## src/rtl/mul_sched_pkg.sv

```systemverilog
// mul_sched_pkg: shared definitions for the shared-multiplier scheduler.
//   WIDTH_LOG / WIDTH / OUT_WIDTH : operand and product widths
//   N_REQ_DEFAULT, CT_LAT_DEFAULT : default requester count and constant-time latency
//   state_e                       : scheduler FSM states
//   cnt_width()                   : width of the latency / drain counters
package mul_sched_pkg;

    localparam int unsigned WIDTH_LOG      = 4;
    localparam int unsigned WIDTH          = 1 << WIDTH_LOG;
    localparam int unsigned OUT_WIDTH      = 2 * WIDTH;
    localparam int unsigned N_REQ_DEFAULT  = 4;
    localparam int unsigned CT_LAT_DEFAULT = WIDTH + 2;

    typedef enum logic [2:0] {
        DRAIN,
        IDLE,
        ISSUE,
        WAIT,
        PAD,
        RESP
    } state_e;

    // One spare bit above what CT_LAT+1 needs so saturation never aliases a valid count.
    function automatic int unsigned cnt_width(int unsigned ct_lat);
        return $clog2(ct_lat + 2) + 1;
    endfunction

endpackage

```

## src/rtl/mul_sched_if.sv

```systemverilog
// mul_sched_if: bundles the requester, response and MUL-side signals of mul_sched.
//   req_valid/req_ready/req_a/req_b/ct_mode : requester side (packed, slice i = requester i)
//   resp_valid/resp_ready/resp_o/resp_id    : response side
//   mul_in_valid/mul_stall/mul_a/mul_b      : scheduler -> MUL
//   mul_o/mul_out_valid                     : MUL -> scheduler
//   sched_busy/ct_overrun                   : status
// Modport slave is the scheduler's view, master is the environment's view.
interface mul_sched_if #(
    parameter int unsigned N_REQ = mul_sched_pkg::N_REQ_DEFAULT
) ();
    import mul_sched_pkg::*;

    localparam int unsigned ID_W = $clog2(N_REQ);

    logic [N_REQ-1:0]       req_valid;
    logic [N_REQ-1:0]       req_ready;
    logic [N_REQ*WIDTH-1:0] req_a;
    logic [N_REQ*WIDTH-1:0] req_b;
    logic                   ct_mode;
    logic                   resp_valid;
    logic                   resp_ready;
    logic [OUT_WIDTH-1:0]   resp_o;
    logic [ID_W-1:0]        resp_id;
    logic                   mul_in_valid;
    logic                   mul_stall;
    logic [WIDTH-1:0]       mul_a;
    logic [WIDTH-1:0]       mul_b;
    logic [OUT_WIDTH-1:0]   mul_o;
    logic                   mul_out_valid;
    logic                   sched_busy;
    logic                   ct_overrun;

    modport slave (
        input  req_valid, req_a, req_b, ct_mode, resp_ready, mul_o, mul_out_valid,
        output req_ready, resp_valid, resp_o, resp_id, mul_in_valid, mul_stall,
        output mul_a, mul_b, sched_busy, ct_overrun
    );

    modport master (
        output req_valid, req_a, req_b, ct_mode, resp_ready, mul_o, mul_out_valid,
        input  req_ready, resp_valid, resp_o, resp_id, mul_in_valid, mul_stall,
        input  mul_a, mul_b, sched_busy, ct_overrun
    );

endinterface

```

## src/rtl/mul_sched_rr_arbiter.sv

```systemverilog
// rr_arbiter: combinational round-robin pick.
//   req     in  N_REQ : request vector
//   last    in  ID_W  : index granted last time; search starts just after it (wrapping)
//   gnt     out N_REQ : one-hot grant
//   gnt_idx out ID_W  : index of the granted requester
//   gnt_any out 1     : some request was granted
module rr_arbiter #(
    parameter int unsigned N_REQ = 4,
    parameter int unsigned ID_W  = $clog2(N_REQ)
) (
    input  logic [N_REQ-1:0] req,
    input  logic [ID_W-1:0]  last,
    output logic [N_REQ-1:0] gnt,
    output logic [ID_W-1:0]  gnt_idx,
    output logic             gnt_any
);

    int unsigned     cand;
    logic [ID_W-1:0] cand_idx;
    logic            found;

    always_comb begin
        gnt      = '0;
        gnt_idx  = '0;
        found    = 1'b0;
        cand     = 0;
        cand_idx = '0;
        for (int unsigned off = 1; off <= N_REQ; off++) begin
            cand     = (32'(last) + off) % N_REQ;
            cand_idx = ID_W'(cand);
            if (!found && req[cand_idx]) begin
                found         = 1'b1;
                gnt[cand_idx] = 1'b1;
                gnt_idx       = cand_idx;
            end
        end
    end

    assign gnt_any = found;

endmodule

```

## src/rtl/mul_sched.sv

```systemverilog
// mul_sched: time-shares one shift-and-add MUL unit among N_REQ requesters.
//   clk, rst : clock, synchronous active-high reset
//   bus      : mul_sched_if.slave (requests, response, MUL drive/return, status)
// One operation in flight, round-robin grant, registered response held until resp_ready.
// In constant-time mode the response is padded to CT_LAT cycles after issue so operand-
// dependent MUL early termination is not observable.
module mul_sched
    import mul_sched_pkg::*;
#(
    parameter int unsigned N_REQ  = N_REQ_DEFAULT,
    parameter int unsigned CT_LAT = CT_LAT_DEFAULT
) (
    input  logic       clk,
    input  logic       rst,
    mul_sched_if.slave bus
);

    localparam int unsigned   ID_W       = $clog2(N_REQ);
    localparam int unsigned   CW         = cnt_width(CT_LAT);
    localparam logic [CW-1:0] CT_LAT_C   = CW'(CT_LAT);
    localparam logic [CW-1:0] DRAIN_LAST = CW'(CT_LAT + 1);

    state_e               state_q, state_d;
    logic [CW-1:0]        lat_q, lat_d, lat_inc;
    logic [CW-1:0]        cnt_q, cnt_d, cnt_inc;
    logic [ID_W-1:0]      rr_q, id_q, gnt_idx;
    logic [N_REQ-1:0]     gnt;
    logic                 gnt_any;
    logic [WIDTH-1:0]     a_q, b_q;
    logic                 ct_q, ovr_q, mov_q;
    logic [OUT_WIDTH-1:0] res_q;
    logic                 grab, capture, set_ovr, first_valid;
    logic [WIDTH-1:0]     opa [N_REQ];
    logic [WIDTH-1:0]     opb [N_REQ];

    for (genvar i = 0; i < N_REQ; i++) begin : g_unpack
        assign opa[i] = bus.req_a[i*WIDTH +: WIDTH];
        assign opb[i] = bus.req_b[i*WIDTH +: WIDTH];
    end

    rr_arbiter #(
        .N_REQ (N_REQ),
        .ID_W  (ID_W)
    ) u_arb (
        .req     (bus.req_valid),
        .last    (rr_q),
        .gnt     (gnt),
        .gnt_idx (gnt_idx),
        .gnt_any (gnt_any)
    );

    // MUL may hold out_valid for two cycles; only the rising cycle carries a new result.
    assign first_valid = bus.mul_out_valid & ~mov_q;

    // lat_inc is the number of cycles elapsed since the ISSUE cycle.
    assign lat_inc = (&lat_q) ? lat_q : lat_q + CW'(1);
    assign cnt_inc = (&cnt_q) ? cnt_q : cnt_q + CW'(1);

    always_comb begin
        state_d          = state_q;
        lat_d            = lat_q;
        cnt_d            = cnt_q;
        grab             = 1'b0;
        capture          = 1'b0;
        set_ovr          = 1'b0;
        bus.req_ready    = '0;
        bus.mul_in_valid = 1'b0;
        bus.mul_a        = '0;
        bus.mul_b        = '0;
        bus.resp_valid   = 1'b0;

        unique case (state_q)
            DRAIN: begin
                // MUL has no reset: wait out any operation it may still be running.
                cnt_d = cnt_inc;
                if (cnt_q >= DRAIN_LAST && !bus.mul_out_valid) begin
                    state_d = IDLE;
                end
            end
            IDLE: begin
                if (gnt_any && !bus.mul_out_valid) begin
                    bus.req_ready = gnt;
                    grab          = 1'b1;
                    state_d       = ISSUE;
                end
            end
            ISSUE: begin
                bus.mul_in_valid = 1'b1;
                bus.mul_a        = a_q;
                bus.mul_b        = b_q;
                lat_d            = '0;
                state_d          = WAIT;
            end
            WAIT: begin
                lat_d = lat_inc;
                if (first_valid) begin
                    capture = 1'b1;
                    if (!ct_q || lat_inc >= CT_LAT_C) begin
                        state_d = RESP;
                        set_ovr = ct_q && (lat_inc > CT_LAT_C);
                    end else begin
                        state_d = PAD;
                    end
                end
            end
            PAD: begin
                lat_d = lat_inc;
                if (lat_inc >= CT_LAT_C) begin
                    state_d = RESP;
                end
            end
            RESP: begin
                bus.resp_valid = 1'b1;
                if (bus.resp_ready) begin
                    state_d = IDLE;
                end
            end
            default: state_d = DRAIN;
        endcase
    end

    always_ff @(posedge clk) begin
        if (rst) begin
            state_q <= DRAIN;
            lat_q   <= '0;
            cnt_q   <= '0;
            rr_q    <= ID_W'(N_REQ - 1);
            id_q    <= '0;
            a_q     <= '0;
            b_q     <= '0;
            ct_q    <= 1'b0;
            res_q   <= '0;
            ovr_q   <= 1'b0;
            mov_q   <= 1'b0;
        end else begin
            state_q <= state_d;
            lat_q   <= lat_d;
            cnt_q   <= cnt_d;
            mov_q   <= bus.mul_out_valid;
            if (grab) begin
                a_q  <= opa[gnt_idx];
                b_q  <= opb[gnt_idx];
                id_q <= gnt_idx;
                ct_q <= bus.ct_mode;
                rr_q <= gnt_idx;
            end
            if (capture) begin
                res_q <= bus.mul_o;
            end
            if (set_ovr) begin
                ovr_q <= 1'b1;
            end
        end
    end

    assign bus.resp_o     = res_q;
    assign bus.resp_id    = id_q;
    assign bus.mul_stall  = 1'b0;
    assign bus.sched_busy = (state_q != IDLE);
    assign bus.ct_overrun = ovr_q;

endmodule

```

## src/flat_wrapper.sv

```systemverilog
// flat-port wrapper written by rule: the top's interface ports become plain ports
module mul_sched_flat import mul_sched_pkg::*;
#(
    parameter int unsigned N_REQ  = N_REQ_DEFAULT,
    parameter int unsigned CT_LAT = CT_LAT_DEFAULT
)
  (clk, rst, bus_req_valid, bus_req_a, bus_req_b, bus_ct_mode, bus_resp_ready, bus_mul_o, bus_mul_out_valid, bus_req_ready, bus_resp_valid, bus_resp_o, bus_resp_id, bus_mul_in_valid, bus_mul_stall, bus_mul_a, bus_mul_b, bus_sched_busy, bus_ct_overrun);
  mul_sched_if #(.N_REQ(N_REQ)) bus_i ();
  input  logic clk;
  input  logic rst;
  input wire logic [$bits(bus_i.req_valid)-1:0] bus_req_valid;
  input wire logic [$bits(bus_i.req_a)-1:0] bus_req_a;
  input wire logic [$bits(bus_i.req_b)-1:0] bus_req_b;
  input wire logic [$bits(bus_i.ct_mode)-1:0] bus_ct_mode;
  input wire logic [$bits(bus_i.resp_ready)-1:0] bus_resp_ready;
  input wire logic [$bits(bus_i.mul_o)-1:0] bus_mul_o;
  input wire logic [$bits(bus_i.mul_out_valid)-1:0] bus_mul_out_valid;
  output wire logic [$bits(bus_i.req_ready)-1:0] bus_req_ready;
  output wire logic [$bits(bus_i.resp_valid)-1:0] bus_resp_valid;
  output wire logic [$bits(bus_i.resp_o)-1:0] bus_resp_o;
  output wire logic [$bits(bus_i.resp_id)-1:0] bus_resp_id;
  output wire logic [$bits(bus_i.mul_in_valid)-1:0] bus_mul_in_valid;
  output wire logic [$bits(bus_i.mul_stall)-1:0] bus_mul_stall;
  output wire logic [$bits(bus_i.mul_a)-1:0] bus_mul_a;
  output wire logic [$bits(bus_i.mul_b)-1:0] bus_mul_b;
  output wire logic [$bits(bus_i.sched_busy)-1:0] bus_sched_busy;
  output wire logic [$bits(bus_i.ct_overrun)-1:0] bus_ct_overrun;
  assign bus_i.req_valid = bus_req_valid;
  assign bus_i.req_a = bus_req_a;
  assign bus_i.req_b = bus_req_b;
  assign bus_i.ct_mode = bus_ct_mode;
  assign bus_i.resp_ready = bus_resp_ready;
  assign bus_i.mul_o = bus_mul_o;
  assign bus_i.mul_out_valid = bus_mul_out_valid;
  assign bus_req_ready = bus_i.req_ready;
  assign bus_resp_valid = bus_i.resp_valid;
  assign bus_resp_o = bus_i.resp_o;
  assign bus_resp_id = bus_i.resp_id;
  assign bus_mul_in_valid = bus_i.mul_in_valid;
  assign bus_mul_stall = bus_i.mul_stall;
  assign bus_mul_a = bus_i.mul_a;
  assign bus_mul_b = bus_i.mul_b;
  assign bus_sched_busy = bus_i.sched_busy;
  assign bus_ct_overrun = bus_i.ct_overrun;
  mul_sched #(.N_REQ(N_REQ), .CT_LAT(CT_LAT)) u_core (.clk(clk), .rst(rst), .bus(bus_i));
endmodule
```

## config.mk

```make
export PLATFORM = sky130hd
export DESIGN_NAME = mul_sched_flat
export DESIGN_NICKNAME = d
export VERILOG_FILES = /design/src/rtl/mul_sched_pkg.sv /design/src/rtl/mul_sched_if.sv /design/src/rtl/mul_sched_rr_arbiter.sv /design/src/rtl/mul_sched.sv /design/src/flat_wrapper.sv
export SDC_FILE = /design/constraint.sdc
export NUM_CORES = 1
export LEC_CHECK = 0
export BUFFER_PORTS_ARGS = -buffer_cell sky130_fd_sc_hd__buf_2
export CAP_MARGIN = 5
export CORE_MARGIN = 3
export CORE_UTILIZATION = 50
export CTS_CLUSTER_SIZE = 16
export DETAILED_ROUTE_END_ITERATION = 16
export PLACE_DENSITY = 0.93
export SLEW_MARGIN = 20
export SYNTH_ARGS = -nofsm -noshare
export SYNTH_HDL_FRONTEND = slang
export SYNTH_SLANG_ARGS = --single-unit
```

## constraint.sdc

```tcl
create_clock -name clk -period 4.7 [get_ports clk]
set_clock_uncertainty 0.1 [all_clocks]
set_input_delay 0.235 -clock clk [delete_from_list [all_inputs] [get_ports clk]]
set_output_delay 0.235 -clock clk [all_outputs]
set_load 0.05 [all_outputs]
```

======== Word level (Yosys, flattened, before mapping) ========
Cells that the tools add are included.
word-level totals
  bits of input ports ..................... 169
  output and inout bits ................... 75
  word-level logic and storage cells ...... 126
  register bits ........................... 86
cells by class
  reductions and logical operators ........ 23
  muxes and demuxes ....................... 56
  order comparisons ....................... 12
  $add $sub $neg .......................... 6
  bitwise logic cells ..................... 7
  eq/ne operators ......................... 11
operator list
  kind                                                         number
  2-to-1 mux 16 bit                                            6
  binary-select mux 16 bit (select 2 bit)                      2
  2-to-1 mux 4 bit                                             6
  2-to-1 mux 1 bit                                             22
  case mux 3 bit (6 select lines)                              1
  2-to-1 mux 3 bit                                             5
  adder 6 x 1 -> 6 bit (second input constant)                 2
  >= comparator 6 x 5 -> 1 bit (second input constant)         2
  less-than comparator 2 x 3 -> 1 bit (second input constant)  4
  OR 4 bit                                                     3
  case mux 6 bit (2 select lines)                              1
  AND reduction 6 bit                                          2
  logical AND 1 bit                                            10
  binary-select mux 1 bit (select 2 bit)                       4
  demux 1 bit (select 2 bit)                                   4
  >= comparator 2 x 1 -> 1 bit (second input constant)         4
  2-to-1 mux 2 bit                                             4
  != test 2 x 1 -> 1 bit (second input constant)               4
  == test 3 x 2 -> 1 bit (second input constant)               2
  == test 3 bit (second input constant)                        2
  > comparator 6 x 5 -> 1 bit (second input constant)          1
  2-to-1 mux 6 bit                                             1
  zero test 1 bit                                              5
  AND reduction 5 bit                                          1
  14 further kinds                                             17

======== Logic depth before layout (Yosys ltp) ========
  word-level depth ........................ 17
  gate-level depth with buffers ........... 12
  mapped depth without buffers ............ 8

======== Hierarchy ========
From an unflattened synthesis, not the netlist that was laid out.
second synthesis, totals
  cells, all modules ...................... 585
  area, all modules ....................... 5017.3 um^2
by module, submodules not included
  module      area an instance (um^2)  sequential area each (um^2)  instances  cells each
  mul_sched   4388.0                   1721.7                       1          499
  rr_arbiter  629.4                    0.0                          1          86

======== Least setup slack after synthesis ========
OpenSTA, ideal clock, no wires.
  kind .................................... reg2out
  start ................................... reg u_core.rr_q[0]
  end ..................................... out bus_req_ready[0]
  cell stages (with the launch flop) ...... 10
  slack ................................... 1.575 ns
  arrival ................................. 2.790 ns
  data required time ...................... 4.365 ns
  path buffers ............................ 2
  cells stage by stage .................... dfxtp_1 -> buf_2 -> inv_1 -> ha_1 -> clkbuf_1 -> and3b_1 -> a21oi_1 -> a211oi_2 -> a222oi_1 -> a21oi_1
on the way
  cells in the longest elaborated chain, start to end .. 16
  elaborated cells on any way between the ends .. 52
  those cells by class .................... add/sub (4); order compare (8); mux (26); bitwise (3); reduce/logical (11)
RTL lines
  item                                                                                          RTL line            text
  from (decl)                                                                                   mul_sched.sv:26     logic [ID_W-1:0] rr_q, id_q, gnt_idx;
  from (signal assigned)                                                                        mul_sched.sv:127    rr_q <= ID_W'(N_REQ - 1);
  from (signal assigned)                                                                        mul_sched.sv:145    rr_q <= gnt_idx;
  parallel branches: the longest is 14 deep, another holds less-than comparator 2 x 3 -> 1 bit  --
  2-to-1 mux 4 bit (*)                                                                          mul_sched.sv:81     if (gnt_any && !bus.mul_out_valid) begin
  2-to-1 mux 4 bit (*)                                                                          mul_sched.sv:72     unique case (state_q)
  to (decl)                                                                                     flat_wrapper.sv:18  output wire logic [$bits(bus_i.req_ready)-1:0] bus_req_ready;
Mark *: on every way between the ends. The select of a mux whose other input is x is not followed.

======== Worst setup path after layout ========
  start ................................... reg u_core.rr_q[0]
  end ..................................... reg u_core.b_q[7]
on the way
  cells in the longest elaborated chain, start to end .. 17
  elaborated cells on any way between the ends .. 33
  those cells by class .................... add/sub (4); mux (21); bitwise (1); reduce/logical (7)
RTL lines
  item                                                   RTL line                    text
  adder 2 x 1 -> 2 bit                                   mul_sched_rr_arbiter.sv:29  cand = (32'(last) + off) % N_REQ;
  binary-select mux 1 bit (select 2 bit)                 mul_sched_rr_arbiter.sv:31  if (!found && req[cand_idx]) begin
  2-to-1 mux 1 bit (implied by the code)                 mul_sched_rr_arbiter.sv:31
  2-to-1 mux 1 bit                                       mul_sched_rr_arbiter.sv:31
  zero test 1 bit                                        mul_sched_rr_arbiter.sv:31
  logical AND 1 bit                                      mul_sched_rr_arbiter.sv:31
  2-to-1 mux 1 bit                                       mul_sched_rr_arbiter.sv:31
  zero test 1 bit                                        mul_sched_rr_arbiter.sv:31
  logical AND 1 bit                                      mul_sched_rr_arbiter.sv:31
  2-to-1 mux 1 bit                                       mul_sched_rr_arbiter.sv:31
  zero test 1 bit                                        mul_sched_rr_arbiter.sv:31
  logical AND 1 bit                                      mul_sched_rr_arbiter.sv:31
  2-to-1 mux 2 bit                                       mul_sched_rr_arbiter.sv:31
  inverter 2 -> 3 bit (implied by the code)              mul_sched.sv:142            b_q <= opb[gnt_idx];
  binary-select mux 16 bit (select 2 bit)                mul_sched.sv:142
  2-to-1 mux 16 bit (implied by the code) (2 in series)  mul_sched.sv:142
  to (signal assigned)                                   mul_sched.sv:142
  to (decl)                                              mul_sched.sv:29             logic [WIDTH-1:0] a_q, b_q;
Parallel ways exist; a longest one is shown, timed or not. The select of a mux whose other input is x is not followed.
A chain may end at the register's enable or synchronous reset.

==> run_summary.xml <==
<?xml version="1.0" encoding="UTF-8"?>
<metrics>
  <group name="status">
    <metric name="run_status" unit="">finished, final reports clean</metric>
  </group>
  <group name="timing">
    <metric name="tightest_slew" unit="ps">1040</metric>
    <metric name="fin_worst_hold_slack" unit="ps">20.7</metric>
    <metric name="relSlewSlack" unit="%">30.9</metric>
    <metric name="setup_viol_count_final" unit="">0</metric>
    <metric name="min_period_over_period" unit="%">74.7</metric>
    <metric name="finalWorstPathRequiredPeriod" unit="ps">3510</metric>
    <metric name="setup_tns" unit="ps">0</metric>
    <metric name="finalMaxSlewViolations" unit="">0</metric>
    <metric name="timing.final.ws_setup" unit="ps">1190</metric>
    <metric name="rsz0062_at_grt" unit="">no</metric>
    <metric name="max_freq" unit="MHz">285</metric>
    <metric name="hold_viol" unit="">0</metric>
  </group>
  <group name="finish">
    <metric name="multi_input_comb_area" unit="µm²">2850</metric>
    <metric name="post_layout_nonfiller_instances" unit="">932</metric>
    <metric name="areaGrowthSynthToFinish" unit="%">33.4</metric>
    <metric name="layout_nets" unit="">976</metric>
    <metric name="fillCellCount" unit="">753</metric>
    <metric name="drive_above_1_share" unit="%">36.4</metric>
    <metric name="finish.utilization" unit="%">69.0</metric>
    <metric name="area.sequential" unit="µm²">1720</metric>
  </group>
  <group name="placement">
    <metric name="place.detailed.instances" unit="">895</metric>
    <metric name="post_dp_hpwl" unit="µm">10300</metric>
    <metric name="gpl_congestion" unit="">0.878</metric>
    <metric name="port-buffer-count" unit="">242</metric>
    <metric name="post-place-ws" unit="ps">1190</metric>
  </group>
  <group name="clock_tree">
    <metric name="cts_made_buffers" unit="">9</metric>
    <metric name="ctsLongestPathBuffers" unit="">2</metric>
    <metric name="clkTransAtPathRegs" unit="ps">100</metric>
    <metric name="cts_tree" unit="">yes</metric>
    <metric name="worstSkewPairLatency" unit="ps">350</metric>
    <metric name="clockRootBuffer" unit="">sky130_fd_sc_hd__clkbuf_8</metric>
    <metric name="htreeDepth" unit="">3</metric>
    <metric name="clock-sinks" unit="">86</metric>
    <metric name="cts_resized" unit="">0</metric>
  </group>
  <group name="global_route">
    <metric name="globalRouteOverflowTotal" unit="">0</metric>
    <metric name="maximum_number_of_pins_on_one_net_before_global_route_repair" unit="">57</metric>
    <metric name="first_global_vias" unit="">4782</metric>
    <metric name="wire_length_of_the_first_global_routing_pass" unit="µm">22600</metric>
    <metric name="grt_use_total" unit="%">25.2</metric>
    <metric name="grt_antenna_before_repair" unit="">1</metric>
  </group>
  <group name="hold_path">
    <metric name="min_path_cells" unit="">3</metric>
    <metric name="min_path_type" unit="">in -&gt; reg</metric>
  </group>
  <group name="power_and_ir_drop">
    <metric name="net-switching-power" unit="mW">0.391</metric>
    <metric name="total_leakage_power" unit="nW">2.96</metric>
    <metric name="part_of_the_total_power_dissipated_in_sequential_elements" unit="%">51.1</metric>
    <metric name="power.share.combinational" unit="%">14.2</metric>
    <metric name="clockPowerShare" unit="%">34.7</metric>
    <metric name="internal-power" unit="mW">1.04</metric>
    <metric name="power_density" unit="nW/µm²">223</metric>
    <metric name="ir_drop" unit="mV">0.171</metric>
    <metric name="fraction_of_power_spent_switching_nets" unit="%">27.3</metric>
  </group>
  <group name="logic_synthesis">
    <metric name="synth.top_cells.by_area" unit="">sky130_fd_sc_hd__dfxtp_1, sky130_fd_sc_hd__mux2i_1, sky130_fd_sc_hd__nand2_1, sky130_fd_sc_hd__a21oi_1, sky130_fd_sc_hd__and2_1</metric>
    <metric name="syn-num-nets" unit="">738</metric>
    <metric name="yosys.area_share.xor_xnor" unit="%">1.09</metric>
    <metric name="synthMuxAreaShare" unit="%">15.7</metric>
    <metric name="post_synthesis_sequential_area_ratio" unit="%">35.7</metric>
    <metric name="synth_top_cells_by_count" unit="">sky130_fd_sc_hd__nand2_1, sky130_fd_sc_hd__dfxtp_1, sky130_fd_sc_hd__mux2i_1</metric>
    <metric name="largest_family_of_logic_cells_by_synthesized_area" unit="">simple AND/OR/NAND/NOR gates</metric>
    <metric name="postSynthRegisterBits" unit="">86</metric>
    <metric name="synth_enable_flop_cells" unit="">0</metric>
    <metric name="synth_area_per_cell" unit="µm²">8.64</metric>
    <metric name="cell_area_after_synthesis" unit="µm²">4830</metric>
    <metric name="netlist_instances" unit="">559</metric>
    <metric name="synth.distinct_cells" unit="">55</metric>
    <metric name="async_reset_ff_share" unit="%">0</metric>
    <metric name="ys.flop_type" unit="">sky130_fd_sc_hd__dfxtp_1</metric>
    <metric name="post-synth-top-area-fraction" unit="%">35.7</metric>
    <metric name="synth_largest_area_cell" unit="">sky130_fd_sc_hd__dfxtp_1</metric>
    <metric name="synth_compound_gate_area_share" unit="%">19.2</metric>
    <metric name="synth-simple-area-share" unit="%">20.0</metric>
    <metric name="yosysWarningCount" unit="">0</metric>
    <metric name="synth.most_common_cell" unit="">sky130_fd_sc_hd__nand2_1</metric>
    <metric name="area_share_of_fa_ha_maj_cells_after_synthesis" unit="%">2.59</metric>
  </group>
  <group name="critical_path">
    <metric name="timing.setup.critical_path_class" unit="">reg -&gt; reg</metric>
    <metric name="cp_data_arrival_time" unit="ps">3650</metric>
    <metric name="worst_path_fanout_max" unit="">31</metric>
    <metric name="cp.depth" unit="">9</metric>
    <metric name="cp.required" unit="ps">4840</metric>
    <metric name="critical-path-top-delay-family" unit="">compound AO/OA/AOI/OAI gates</metric>
    <metric name="cp_num_buf_inv" unit="">2</metric>
    <metric name="critPathMaxStageDelay" unit="ps">740</metric>
    <metric name="worst_r2r_path_depth" unit="">9</metric>
    <metric name="timing.critical_path.slowest_stage_cell" unit="">sky130_fd_sc_hd__a2bb2oi_4</metric>
    <metric name="cp-end-kind" unit="">register</metric>
    <metric name="critical_path.cell_chain" unit="">inv_1, ha_1, nor2_1, nand2_1, o211ai_1, a2bb2oi_4, buf_12, mux2i_1, o221ai_2</metric>
    <metric name="critical_path.startpoint_type" unit="">register</metric>
  </group>
  <group name="drt">
    <metric name="post_drt_wl_per_cell" unit="µm">15.6</metric>
    <metric name="drt-initial-drc-count" unit="">240</metric>
    <metric name="finalWirelength" unit="µm">14600</metric>
    <metric name="remaining_drc_errors" unit="">0</metric>
    <metric name="avgViaCountPerCell" unit="">5.37</metric>
    <metric name="final_antenna_net_count" unit="">0</metric>
    <metric name="drt_pass_1_iters" unit="">5</metric>
    <metric name="route.vias.total" unit="">5004</metric>
  </group>
  <group name="floorplan">
    <metric name="core-area" unit="µm²">9330</metric>
    <metric name="floorplan.die.width" unit="µm">104</metric>
    <metric name="start_util" unit="%">51.8</metric>
    <metric name="i_o_pins" unit="">244</metric>
    <metric name="std_cell_rows" unit="">35</metric>
    <metric name="fp.dieH" unit="µm">104</metric>
    <metric name="die-area" unit="µm²">10900</metric>
  </group>
  <group name="run">
    <metric name="cap_violations" unit="">0</metric>
  </group>
</metrics>
stage by stage:
stage	total power, mW	cell area, µm²
finish	1.43	6440
global route	1.49	6440
CTS	1.44	6440
detailed placement	0.939	6050
global placement	0.934	6050
floorplan	0.857	4830
worst reg2reg max path: stages (launching register included):
cell and delay, ps:
sky130_fd_sc_hd__dfxtp_1 730, sky130_fd_sc_hd__inv_1 240, sky130_fd_sc_hd__ha_1 520, sky130_fd_sc_hd__nor2_1 100
sky130_fd_sc_hd__nand2_1 90, sky130_fd_sc_hd__o211ai_1 130, sky130_fd_sc_hd__a2bb2oi_4 740, sky130_fd_sc_hd__buf_12 330
sky130_fd_sc_hd__mux2i_1 310, sky130_fd_sc_hd__o221ai_2 130
path summary, 6_finish.rpt:
path                                             from  slack [ps]                     to
worst max-delay path                   u_core.rr_q[0]        1190          u_core.b_q[7]
worst min-delay path                    bus_mul_o[31]          20  u_core.bus.resp_o[31]
worst max register to register         u_core.rr_q[0]        1190          u_core.b_q[7]
worst min register to register  u_core.bus.ct_overrun         350  u_core.bus.ct_overrun
power groups by stage:
stage	clock, mW	combinational (mW)	sequential (mW)
CTS	0.507	0.202	0.733
finish	0.498	0.204	0.733
global route	0.536	0.221	0.734
floorplan	0	0.107	0.750
global placement	0	0.184	0.750
detailed placement	0	0.189	0.750
placed cells by master (no fill, tap or decap), types with 3 or more instances in the layout:
cell / n
sky130_fd_sc_hd__o221ai_2: 11
sky130_fd_sc_hd__and2_1: 35
sky130_fd_sc_hd__clkbuf_8: 9
sky130_fd_sc_hd__mux2i_1: 69
sky130_fd_sc_hd__a211oi_1: 3
sky130_fd_sc_hd__nor2_1: 23
sky130_fd_sc_hd__and3_1: 3
sky130_fd_sc_hd__buf_4: 8
sky130_fd_sc_hd__nor2b_1: 5
sky130_fd_sc_hd__buf_2: 242
sky130_fd_sc_hd__nand2_1: 115
sky130_fd_sc_hd__xnor2_1: 4
sky130_fd_sc_hd__ha_1: 10
sky130_fd_sc_hd__nor3_1: 3
sky130_fd_sc_hd__inv_1: 7
sky130_fd_sc_hd__a222oi_1: 4
sky130_fd_sc_hd__and3b_1: 3
sky130_fd_sc_hd__nand2b_1: 3
sky130_fd_sc_hd__o221ai_1: 21
sky130_fd_sc_hd__dlygate4sd3_1: 20
sky130_fd_sc_hd__o21ai_0: 4
sky130_fd_sc_hd__inv_6: 4
sky130_fd_sc_hd__dfxtp_1: 86
sky130_fd_sc_hd__nand3_1: 7
sky130_fd_sc_hd__or3_1: 3
sky130_fd_sc_hd__a21oi_1: 53
cell families after synthesis:
kind of cell / after synthesis
flops: 86
compound gates: 122
mux: 73
simple gates: 209
other cells: 1
fa+ha+maj: 10
buf+inv: 52
xor+xnor: 6
layout make-up:
class                           instances  share of cell area (%)
Antenna cell                            1                  0.0389
Clock buffer                            9                    1.92
Clock inverter                          7                   0.933
Inverter                                8                   0.466
Multi-Input combinational cell        421                    44.2
Sequential cell                        86                    26.7
Tap cell                              129                    2.51
Timing Repair Buffer                  271                    23.2
repair_timing:
action / in CTS / in global routing
setup buffers: 0 / 0
hold buffers: 20 / 0
hold endpoints to repair: 20 / 0
state kept, by name (all words and copies together) (netlist names), 2 cells and up:
signal / count
u_core.state_q: 3
u_core.b_q: 16
u_core.cnt_q: 6
u_core.rr_q: 2
u_core.bus.resp_o: 32
u_core.a_q: 16
u_core.bus.resp_id: 2
u_core.lat_q: 6
layer usage:
layer	share of wire, %	global-route usage, %	up-vias
met4	3.4	11.5	2
met5	0.048	0	-
met1	38	28.5	2310
li1	-	-	2459
met2	52	45.2	195
met3	6.1	5.59	38
(Power assumes the default switching activity.)
